File: src/rtl/eros_pkg.sv
// Shared types and widths for the TMR recovery controller.
package eros_pkg;

    localparam int CNT_W   = 8;
    localparam int STATE_W = 3;
    localparam int TMR_W   = 16;

    localparam logic [CNT_W-1:0] CNT_MAX = '1;

    typedef enum logic [STATE_W-1:0] {
        ST_DISABLED = 3'd0,
        ST_VOTING   = 3'd1,
        ST_HALT     = 3'd2,
        ST_SYNC     = 3'd3,
        ST_RESUME   = 3'd4,
        ST_FAULT    = 3'd5
    } state_e;

endpackage

File: src/rtl/tmr_recovery_ctrl.sv
// TMR recovery sequencer: on a voter mismatch, halt all harts, resync context, resume; too many retries -> FAULT.
// Optional HALT/SYNC watchdog is compiled in with TMR_RECOVERY_TIMEOUT_EN.
module tmr_recovery_ctrl
    import eros_pkg::*;
#(
    parameter int NHARTS         = 3,
    parameter int MAX_RETRY      = 3,
    parameter int TIMEOUT_CYCLES = 1024
) (
    input  logic              clk_i,
    input  logic              rst_ni,
    input  logic              tmr_mode_i,
    input  logic              error_i,
    input  logic [NHARTS-1:0] error_id_i,
    output logic              voter_enable_o,
    output logic [NHARTS-1:0] halt_req_o,
    input  logic [NHARTS-1:0] halted_i,
    output logic              sync_start_o,
    input  logic              sync_done_i,
    output logic              resume_o,
    input  logic              clear_i,
    output logic [NHARTS-1:0] faulty_id_o,
    output logic [CNT_W-1:0]  error_cnt_o,
    output logic              fault_o,
    output logic [STATE_W-1:0] state_o
);

    if (MAX_RETRY < 1 || MAX_RETRY > 255) begin : g_bad_retry
        $error("MAX_RETRY must be in 1..255");
    end
    if (TIMEOUT_CYCLES < 1 || TIMEOUT_CYCLES > 65535) begin : g_bad_timeout
        $error("TIMEOUT_CYCLES must be in 1..65535");
    end

    localparam logic [CNT_W-1:0] RETRY_LIM = CNT_W'(MAX_RETRY);

    state_e             state_q, state_d;
    logic [NHARTS-1:0]  faulty_id_q, faulty_id_d;
    logic [CNT_W-1:0]   error_cnt_q, error_cnt_d;
    logic [CNT_W-1:0]   cnt_base;
    logic               sync_start_q, sync_start_d;
    logic               in_hold;

`ifdef TMR_RECOVERY_TIMEOUT_EN
    localparam logic [TMR_W-1:0] TMO_LAST = TMR_W'(TIMEOUT_CYCLES - 1);
    logic [TMR_W-1:0] timer_q, timer_d;
    logic             timeout;
`endif

    assign in_hold = (state_q == ST_HALT) || (state_q == ST_SYNC);
    // A clear in the same cycle as an error counts that error as the first one.
    assign cnt_base = clear_i ? '0 : error_cnt_q;

    always_comb begin
        state_d      = state_q;
        faulty_id_d  = faulty_id_q;
        error_cnt_d  = error_cnt_q;
        if (clear_i) begin
            faulty_id_d = '0;
            error_cnt_d = '0;
        end
`ifdef TMR_RECOVERY_TIMEOUT_EN
        timer_d = in_hold ? timer_q + 1'b1 : timer_q;
        timeout = in_hold && (timer_q == TMO_LAST);
`endif
        case (state_q)
            ST_DISABLED: if (tmr_mode_i) state_d = ST_VOTING;
            ST_VOTING: begin
                if (error_i) begin
                    faulty_id_d = error_id_i;
`ifdef TMR_RECOVERY_TIMEOUT_EN
                    timer_d = '0;
`endif
                    if (cnt_base >= RETRY_LIM) begin
                        state_d = ST_FAULT;
                    end else begin
                        state_d     = ST_HALT;
                        error_cnt_d = (cnt_base == CNT_MAX) ? CNT_MAX : cnt_base + 1'b1;
                    end
                end else if (!tmr_mode_i) begin
                    state_d = ST_DISABLED;
                end
            end
            ST_HALT: begin
`ifdef TMR_RECOVERY_TIMEOUT_EN
                if (timeout) state_d = ST_FAULT; else
`endif
                if (&halted_i) state_d = ST_SYNC;
            end
            ST_SYNC: begin
`ifdef TMR_RECOVERY_TIMEOUT_EN
                if (timeout) state_d = ST_FAULT; else
`endif
                if (sync_done_i) state_d = ST_RESUME;
            end
            ST_RESUME:   state_d = ST_VOTING;
            ST_FAULT:    if (clear_i) state_d = ST_DISABLED;
            default:     state_d = ST_DISABLED;
        endcase
        sync_start_d = (state_d == ST_SYNC) && (state_q != ST_SYNC);
    end

    always_ff @(posedge clk_i) begin
        if (!rst_ni) begin
            state_q      <= ST_DISABLED;
            faulty_id_q  <= '0;
            error_cnt_q  <= '0;
            sync_start_q <= 1'b0;
        end else begin
            state_q      <= state_d;
            faulty_id_q  <= faulty_id_d;
            error_cnt_q  <= error_cnt_d;
            sync_start_q <= sync_start_d;
        end
    end

`ifdef TMR_RECOVERY_TIMEOUT_EN
    always_ff @(posedge clk_i) begin
        if (!rst_ni) timer_q <= '0;
        else         timer_q <= timer_d;
    end
`endif

    assign voter_enable_o = (state_q == ST_VOTING);
    assign halt_req_o     = {NHARTS{in_hold || (state_q == ST_FAULT)}};
    assign sync_start_o   = sync_start_q;
    assign resume_o       = (state_q == ST_RESUME);
    assign fault_o        = (state_q == ST_FAULT);
    assign faulty_id_o    = faulty_id_q;
    assign error_cnt_o    = error_cnt_q;
    assign state_o        = state_q;

endmodule

File: config.mk
export PLATFORM = sky130hd
export DESIGN_NAME = tmr_recovery_ctrl
export DESIGN_NICKNAME = d
export VERILOG_FILES = /design/src/rtl/eros_pkg.sv /design/src/rtl/tmr_recovery_ctrl.sv
export SDC_FILE = /design/constraint.sdc
export NUM_CORES = 1
export LEC_CHECK = 0
export ABC_AREA = 1
export CAP_MARGIN = 25
export CORE_MARGIN = 10
export CORE_UTILIZATION = 30
export CTS_CLUSTER_SIZE = 16
export DETAILED_ROUTE_END_ITERATION = 12
export SYNTH_ARGS = -nofsm -noshare
export SYNTH_HDL_FRONTEND = slang
export SYNTH_SLANG_ARGS = --single-unit
File: constraint.sdc
create_clock -name clk_i -period 1.47 [get_ports clk_i]
set_input_delay 0.441 -clock clk_i [delete_from_list [all_inputs] [get_ports clk_i]]
set_output_delay 0.441 -clock clk_i [all_outputs]
set_load 0.02 [all_outputs]
==> results of run 1 <==
[cells in the mapped netlist, types with 2 or more instances]
cell and number:
nand2_2 4, nand2_4 3, o21ai_0 5, inv_1 11, nand3_1 3, nand4_1 3
nand2_1 18, nor2_1 19, dfxtp_1 15, a21oi_1 8, buf_4 2, nor2_4 3
[cell type report]
class	count	area, um^2	share of cell area (%)
Timing Repair Buffer	59	495	37.0
Multi-Input combinational cell	70	413	30.8
Sequential cell	15	312	23.2
Inverter	13	56.3	4.20
Tap cell	30	37.5	2.80
Clock buffer	4	26.3	1.96
[power groups by stage]
stage / sequential [mW] / combinational [mW] / clock (mW)
2_1_floorplan: 0.451 / 0.0772 / 0
3_5_place_dp: 0.437 / 0.196 / 0
4_1_cts: 0.428 / 0.187 / 0.247
5_1_grt: 0.430 / 0.226 / 0.256
3_3_place_gp: 0.437 / 0.195 / 0
6_report: 0.428 / 0.204 / 0.229
[worst min path at each step]
stage,startpoint,end,slack [ns]
3_5_place_dp,faulty_id_o[1],faulty_id_o[1],0.49
3_3_place_gp,error_cnt_o[2],error_cnt_o[2],0.49
5_1_grt,error_cnt_o[6],error_cnt_o[6],0.52
2_1_floorplan,state_o[1],sync_start_o,0.53
6_report,faulty_id_o[1],faulty_id_o[1],0.51
4_1_cts,error_cnt_o[2],error_cnt_o[2],0.51
[what timing repair did]
action	4_1_cts	5_1_grt
gates resized for setup	63	21
pin swaps	2	2
setup endpoints to repair	26	10
setup buffers	2	3
[stage by stage]
step | setup TNS [ns] | area, um^2 | util [%]
after floorplan | 0 | 754 | -
after global placement | -3.36 | 1250 | 51.4
after detailed placement | -3.64 | 1250 | 51.4
after CTS | -0.191 | 1270 | 52.4
after global routing | -0.386 | 1340 | 55.1
final | -0.118 | 1340 | 55.1
[sequential cells by signal, summed over array words and instances (netlist names)]
register	flops
error_cnt_o	8
faulty_id_o	3
state_o	3
sync_start_o	1
[metal layers]
layer | GRT usage [%] | part of all wire, % | vias up
li1 | - | - | 438
met1 | 10.1 | 45 | 354
met2 | 15.0 | 46 | 28
met3 | 3.95 | 8.2 | 4
met4 | 4.61 | 1.3 | 0
met5 | 0 | 0 | -
[cells in the final DEF, fill, tap and decap left out, types with 3 or more instances in the layout]
| cell | n |
|---|---|
| buf_4 | 27 |
| nor2_1 | 19 |
| nand2_1 | 15 |
| dfxtp_1 | 12 |
| dlygate4sd2_1 | 12 |
| clkdlybuf4s50_1 | 10 |
| inv_1 | 8 |
| a21oi_1 | 8 |
| buf_6 | 6 |
| nand2_4 | 5 |
| nand2_2 | 5 |
| nor2_4 | 3 |
| nand4_1 | 3 |
| o21ai_0 | 3 |
| clkbuf_4 | 3 |
| buf_2 | 3 |
| dfxtp_4 | 3 |
[critical path: stages (launching register included)]
cell and delay (ns):
dfxtp_4 0.39, inv_4 0.05, nand3_4 0.07, nand2_4 0.06, buf_6 0.11, buf_6 0.12
[cells by family after synthesis]
family / Yosys count
and+or+nand+nor: 56
AOI/OAI and AO/OA: 13
buffers and inverters: 16
DFF: 15
adders and majority gates: 1
==> impl_metrics.csv, run 1 <==
group,metric,value,unit
global_route,grt_pass1_wl,3770,um
worst_setup_path,crit_type,"reg2out",
synth,ys_warn_count,0,
die,die_w,70.0,um
drt,routed_wl,2220,um
worst_setup_path,worstPathArrival,1.08,ns
synth,synth_cell_type_count,19,
placed_design,dp.cells,182,
pwr,p_leak,0.704,nW
synth,synth_adder_area_share,1.67,%
worst_setup_path,r2r_cells,8,
hold_path,whs_path_depth,2,
timing,holdWs,0.507,ns
worst_setup_path,regToRegEndpoint,"state_o[0]",
synth,synth_top_cell_by_area,"dfxtp_1",
run_status,status,"complete, but fails checks",
drt,drc,0,
pwr,power_switching_share,27.3,%
timing,hold_viol,0,
synth,synth-simple-area-share,39.7,%
drt,ant_nets,0,
clocking,htreeDepth,1,
hold_path,hold_path_class,"reg2reg",
worst_setup_path,r2r_slack,0.16,ns
cells_and_area,antenna_cells,0,
drt,wl_per_cell,11.6,um
pwr,power,861,uW
drt,drt_first_pass_iters,4,
die,die_h,70.0,um
synth,synth_xor_area_share,0,%
placed_design,io_buffers,32,
synth,yosysTopAreaCellShare,40.0,%
die,io-pin-count,33,
timing,drv_slew,0,
synth,synth_cells,101,
cells_and_area,fin_cells,191,
synth,avgSynthCellArea,7.43,um^2
global_route,grt_max_degree,9,
synth,yosysSeqAreaShare,40.0,%
die,fp.dieArea,0.00490,mm^2
pwr,clock_power_share,26.6,%
global_route,grt.total_usage,9.27,%
timing,grt_setup_unrepaired,"true",
synth,async_flop_share,0,%
pwr,p_comb_share,23.7,%
placed_design,gp_congestion,0.817,
synth,ys.flop_type,"dfxtp_1",
worst_setup_path,endpoint,"halt_req_o[2]",
drt,vias,824,
worst_setup_path,cp-end-kind,"output port",
synth,synth_seq_cells,15,
die,core_region_area,0.00243,mm^2
clocking,cts_tree,"yes",
pwr,vdd_drop_max,482,uV
timing,max_freq,0.658,GHz
synth,syn_area,751,um^2
run,maxCapViolations,0,
clocking,clock_latency,0.28,ns
timing,period_share,103,%
worst_setup_path,crit_required,1.03,ns
synth,synth_top_family_by_area,"simple AND/OR/NAND/NOR gates",
pwr,seqPwrFrac,49.7,%
global_route,antenna_found_initial,0,
synth,synth_compound_area_share,8.67,%
die,row_count,18,
clocking,cts_buffers,3,
worst_setup_path,crit_start,"state_o[1]",
synth,synth_edf_count,0,
clocking,root_buffer,"clkbuf_4",
synth,synth_nets,114,
drt,routed_via_density,4.31,
timing,setup_viol,4,
placed_design,detailed_place_hpwl,1840,um
global_route,grt_pass1_vias,843,
timing,fin_crit,1.52,ns
die,start_util,30.9,%
cells_and_area,fillerInstances,245,
pwr,power-per-cell-area,643,mW/mm^2
timing,skew,0.00462,ns
clocking,path_clk_slew,0.08,ns
timing,fin_ws,-0.0494,ns
placed_design,pre_cts_ws,-0.401,ns
timing,slew_headroom,84.8,%
clocking,cts_buffer_depth,2,
clocking,cts_num_sinks,15,
worst_setup_path,cp-start-kind,"flop",
timing,worstMarginPinSlew,0.230,ns
worst_setup_path,worst-path-max-fanout,4,
drt,dr.first_iter.drc_count,14,
cells_and_area,layout-drive-gt1-share,40.4,%
cells_and_area,finalNetCount,175,
synth,muxShareOfSynthArea,0,%
pwr,internal-power,626,uW
pwr,p_sw,235,uW
worst_setup_path,reg2reg_from,"state_o[1]",
global_route,grt-ovfl-total,0,
cells_and_area,area_growth,78.5,%
synth,netlist_top_cells_area,"dfxtp_1 40%, nor2_1 9.5%, nand2_1 9.0%, inv_1 5.5%, a21oi_1 5.3%",
clocking,ctsHoldBuffers,0,
run_status,violations,"negative setup slack",
(Power assumes the default switching activity.)
==> inputs of run 2 (changes only) <==
REMOVE_ABC_BUFFERS = 1   (was not set)
==> impl_metrics.csv, run 2 (synthesis gave the netlist of run 1 again) <==
group,metric,value,unit
run_status,status,"complete, but fails checks",
run_status,violations,"negative setup slack",
clocking,cts_buffers,3,
worst_setup_path,cp_num_buf_inv,2,
run,maxCapViolations,0,
global_route,grt_pass1_wl,3930,um
drt,vias,852,
drt,ant_nets,0,
drt,dr.first_iter.drc_count,46,
die,die_h,70.0,um
drt,wl_met3,146,um
timing,period_share,101,%
cells_and_area,final_util,58.6,%
drt,highest_layer,"met4",
cells_and_area,layout-drive-gt1-share,46.1,%
placed_design,gp_congestion,0.804,
worst_setup_path,worstPathArrival,1.05,ns
clocking,cts_tree,"yes",
clocking,htreeDepth,1,
worst_setup_path,crit_slowest_cell,"dfxtp_4",
die,fp.dieArea,0.00490,mm^2
worst_setup_path,crit_family,"flip-flops",
die,io-pin-count,33,
placed_design,detailed_place_hpwl,1870,um
clocking,ctsHoldBuffers,0,
global_route,antenna_found_initial,0,
worst_setup_path,critPathMaxStageDelay,0.38,ns
cells_and_area,antenna_cells,0,
clocking,path_clk_slew,0.10,ns
drt,routed_via_density,4.37,
cells_and_area,final_common_cell,"buf_4",
timing,fin_crit,1.49,ns
worst_setup_path,crit_type,"reg2out",
drt,routed_wl,2360,um
timing,holdWs,0.501,ns
clocking,root_buffer,"clkbuf_4",
die,row_count,18,
worst_setup_path,cp-end-kind,"output port",
global_route,grt_max_degree,10,
timing,tns,-0.0700,ns
timing,skew,0.00725,ns
timing,drv_slew,0,
placed_design,io_buffers,32,
cells_and_area,final_cell_mix,"27 x buf_4, 17 x nor2_1, 13 x nand2_1, 12 x dfxtp_1, 11 x buf_6",
clocking,clock_latency,0.29,ns
drt,wl_per_cell,12.1,um
clocking,cts_num_sinks,15,
drt,wl_met2,1070,um
timing,grt_setup_unrepaired,"true",
worst_setup_path,worst-path-max-fanout,3,
drt,drc,0,
timing,slew_headroom,85.4,%
global_route,grt.total_usage,9.63,%
die,die_w,70.0,um
pwr,vdd_drop_max,465,uV
pwr,p_leak,0.711,nW
worst_setup_path,cp-start-kind,"flop",
timing,hold_viol,0,
global_route,grt_pass1_vias,846,
die,start_util,30.9,%
die,core_region_area,0.00243,mm^2
global_route,grt-ovfl-total,0,
worst_setup_path,crit_required,1.03,ns
cells_and_area,finalNetCount,179,
timing,fin_ws,-0.0188,ns
cells_and_area,largest_reg_flops,8,
worst_setup_path,path_cells,"buf_6 -> nand2_4 -> nand2_4 -> buf_6",
drt,drt_first_pass_iters,2,
timing,max_freq,0.672,GHz
pwr,power-per-cell-area,631,mW/mm^2
hold_path,hold_path_class,"reg2reg",
drt,met1_length,1080,um
clocking,cts_buffer_depth,2,
timing,setup_viol,5,
timing,worstMarginPinSlew,0.220,ns
cells_and_area,area_growth,89.8,%
## run 2: cell types whose count changed in the layout (fill, tap and decap cells not counted), moves of 2 or more
| cell | delta |
|---|---|
| buf_6 | +5 |
| clkdlybuf4s15_1 | +5 |
| dlygate4sd2_1 | -5 |
| nand2_1 | -2 |
| nand2_2 | +2 |
| nor2_1 | -2 |
| o21ai_1 | -2 |
## run 2: worst reg2reg max path, stage by stage (launching register included)
cell and delay, ns:
dfxtp_4 0.38, inv_4 0.07, buf_6 0.10, nand3_4 0.06, buf_4 0.15, nor2_4 0.16, nand3_4 0.13, nand2_2 0.09
nand2_1 0.04, nor2_1 0.08
## run 2: area by class of cell
cell class | instances | area, um^2
Timing Repair Buffer | 63 | 553
Fill cell | 236 | 1010
Inverter | 13 | 56.3
Clock buffer | 3 | 22.5
Sequential cell | 15 | 312
Tap cell | 30 | 37.5
Multi-Input combinational cell | 70 | 439
Clock inverter | 1 | 5.00
## run 2: path summary, 6_finish.rpt
check                               startpoint             end  slack (ns)  cells past startpoint
worst max register to register      state_o[1]  error_cnt_o[0]        0.16                      9
worst min-delay path            faulty_id_o[0]  faulty_id_o[0]        0.50                      2
worst min register to register  faulty_id_o[0]  faulty_id_o[0]        0.50                      2
worst max-delay path                state_o[1]   halt_req_o[0]       -0.02                      4
## run 2: routing by layer
layer / up-vias / GRT usage [%]
met4: 0 / 5.92
met1: 369 / 10.6
met3: 4 / 2.82
li1: 452 / -
met2: 27 / 15.8
met5: - / 0
## run 2: timing repair
| action | in CTS | in global routing |
|---|---|---|
| endpoints found under the setup margin | 26 | 17 |
| pin swaps | 4 | 6 |
| gates resized for setup | 78 | 27 |
| setup buffers | 4 | 2 |
## run 2: metrics by stage
stage	cells	area (um^2)	setup WS [ns]	total power, mW
floorplan	98	724	-0.0992	0.519
global placement	187	1280	-0.361	0.638
detailed placement	187	1280	-0.416	0.640
CTS	194	1360	-0.0429	0.898
global route	195	1430	-0.0784	0.947
finish	195	1430	-0.0188	0.899
## run 2: report_power, final
group          total (mW)  switching (mW)  internal (mW)
logic               0.230           0.110          0.120
clock network       0.243           0.142          0.101
registers           0.426          0.0110          0.415
==> inputs of run 3 (changes only) <==
ABC_CLOCK_PERIOD_IN_PS = 1470   (was not set)
CORE_MARGIN = 5   (was 10)
==> impl_metrics.csv, run 3 (synthesis gave the netlist of run 1 again) <==
group,metric,value,unit
run_status,status,"complete, but fails checks",
run_status,violations,"negative setup slack",
hold_path,min_from,"faulty_id_o[1]",
worst_setup_path,regToRegEndpoint,"faulty_id_o[0]",
timing,skew,0.00240,ns
die,die_h,60.0,um
drt,routed_wl,2040,um
clocking,cts_num_sinks,15,
drt,drc,0,
global_route,grt.total_usage,12.5,%
global_route,grt_pass1_vias,828,
worst_setup_path,r2r_cells,7,
die,start_util,30.9,%
global_route,grt_pass1_wl,3390,um
worst_setup_path,crit_required,1.03,ns
global_route,grt_max_degree,9,
cells_and_area,area_growth,78.3,%
worst_setup_path,crit_type,"reg2out",
die,io-pin-count,33,
timing,period_share,104,%
die,fp.dieArea,0.00360,mm^2
drt,vias,830,
run,maxCapViolations,0,
drt,routed_via_density,4.30,
clocking,cts_buffer_depth,2,
drt,ant_nets,0,
drt,drt_first_pass_iters,2,
cells_and_area,layout-drive-gt1-share,38.7,%
global_route,grt-ovfl-total,0,
drt,dr.first_iter.drc_count,6,
timing,fin_ws,-0.0628,ns
pwr,power,861,uW
timing,worstMarginPinSlew,0.213,ns
die,core_region_area,0.00243,mm^2
worst_setup_path,cp-start-kind,"flop",
timing,drv_slew,0,
global_route,antenna_found_initial,0,
placed_design,detailed_place_hpwl,1680,um
pwr,vdd_drop_max,414,uV
clocking,cts_tree,"yes",
cells_and_area,antenna_cells,0,
clocking,path_clk_slew,0.09,ns
timing,setup_viol,3,
placed_design,gp_congestion,0.782,
pwr,power-per-cell-area,643,mW/mm^2
timing,max_freq,0.652,GHz
worst_setup_path,reg2reg_from,"state_o[2]",
placed_design,io_buffers,32,
clocking,root_buffer,"clkbuf_4",
cells_and_area,finalNetCount,177,
worst_setup_path,cp-end-kind,"output port",
pwr,p_leak,0.717,nW
hold_path,whs_path_depth,2,
die,row_count,18,
cells_and_area,largest_reg_flops,8,
clocking,htreeDepth,1,
cells_and_area,final_util,55.0,%
timing,hold_viol,0,
cells_and_area,final_common_cell,"buf_4",
worst_setup_path,worst-path-max-fanout,4,
timing,slew_headroom,85.8,%
clocking,clock_latency,0.28,ns
timing,grt_setup_unrepaired,"true",
drt,wl_per_cell,10.5,um
hold_path,hold_path_class,"reg2reg",
hold_path,holdPathEnd,"faulty_id_o[1]",
worst_setup_path,r2r_slack,0.26,ns
cells_and_area,final_cell_mix,"30 x buf_4, 19 x nor2_1, 16 x nand2_1, 13 x dlygate4sd2_1, 12 x dfxtp_1",
worst_setup_path,worstPathArrival,1.09,ns
timing,fin_crit,1.53,ns
clocking,cts_buffers,3,
placed_design,pre_cts_ws,-0.453,ns
die,die_w,60.0,um
==> run 3: cell types whose count changed in the layout (fill, tap and decap cells not counted), moves of 2 or more <==
cell and delta:
buf_6 -7, inv_2 -2, nand2_1 +3, nand2_2 -3, clkdlybuf4s15_1 -5, buf_2 +2, nor2_1 +2, dlygate4sd2_1 +6
buf_4 +3, inv_1 +2
==> run 3: final cells by class <==
type / instances / area [um^2]
multi-input cells: 70 / 408
flip-flops and latches: 15 / 309
fillers: 246 / 1090
clock buffers: 4 / 26.3
repair buffers: 61 / 504
well taps: 30 / 37.5
inverters: 13 / 53.8
==> run 3: per-stage QoR <==
step | area (um^2) | TNS [ns] | hold WS (ns) | std cells
after floorplan | 724 | -0.316 | 0.557 | 98
after global placement | 1280 | -3.66 | 0.492 | 186
after detailed placement | 1280 | -4.15 | 0.492 | 186
after CTS | 1310 | -0.154 | 0.513 | 193
after global routing | 1340 | -0.284 | 0.566 | 193
final | 1340 | -0.115 | 0.501 | 193
==> run 3: worst max-delay path by stage <==
stage	startpoint	endpoint	slack (ns)	depth (start not counted)
final	state_o[1]	halt_req_o[0]	-0.06	5
after floorplan	state_o[0]	halt_req_o[0]	-0.1	2
after CTS	state_o[2]	halt_req_o[0]	-0.11	5
after global routing	state_o[1]	halt_req_o[0]	-0.10	5
after detailed placement	clear_i	error_cnt_o[1]	-0.45	9
after global placement	clear_i	error_cnt_o[0]	-0.38	9
==> run 3: where the power goes <==
| group | internal [mW] | leakage (nW) | total (mW) | switching, mW |
|---|---|---|---|---|
| Combinational | 0.0998 | 0.579 | 0.197 | 0.0972 |
| Sequential | 0.416 | 0.123 | 0.427 | 0.0117 |
| Clock | 0.105 | 0.0150 | 0.237 | 0.131 |
==> run 3: what timing repair did <==
| action | in CTS | in global routing |
|---|---|---|
| hold endpoints to repair | 0 | 0 |
| endpoints found under the setup margin | 26 | 8 |
| pin swaps | 3 | 1 |
| buffers inserted | 3 | 0 |
| gates resized for setup | 61 | 14 |
| hold buffers | 0 | 0 |
==> run 3: routing by layer <==
| metal | global-route usage [%] | up-vias | wire [um] | share of wire (%) |
|---|---|---|---|---|
| li1 | - | 444 | - | - |
| met1 | 14.8 | 355 | 894 | 44 |
| met2 | 20.5 | 27 | 906 | 44 |
| met3 | 2.59 | 4 | 182 | 8.9 |
| met4 | 7.59 | 0 | 53 | 2.6 |
| met5 | 0 | - | 0 | 0 |
==> run 3: critical path: stages (launching register included) <==
cell and delay, ns:
dfxtp_4 0.39, inv_4 0.05, nand3_4 0.07, nand2_4 0.06, buf_6 0.11, buf_6 0.12
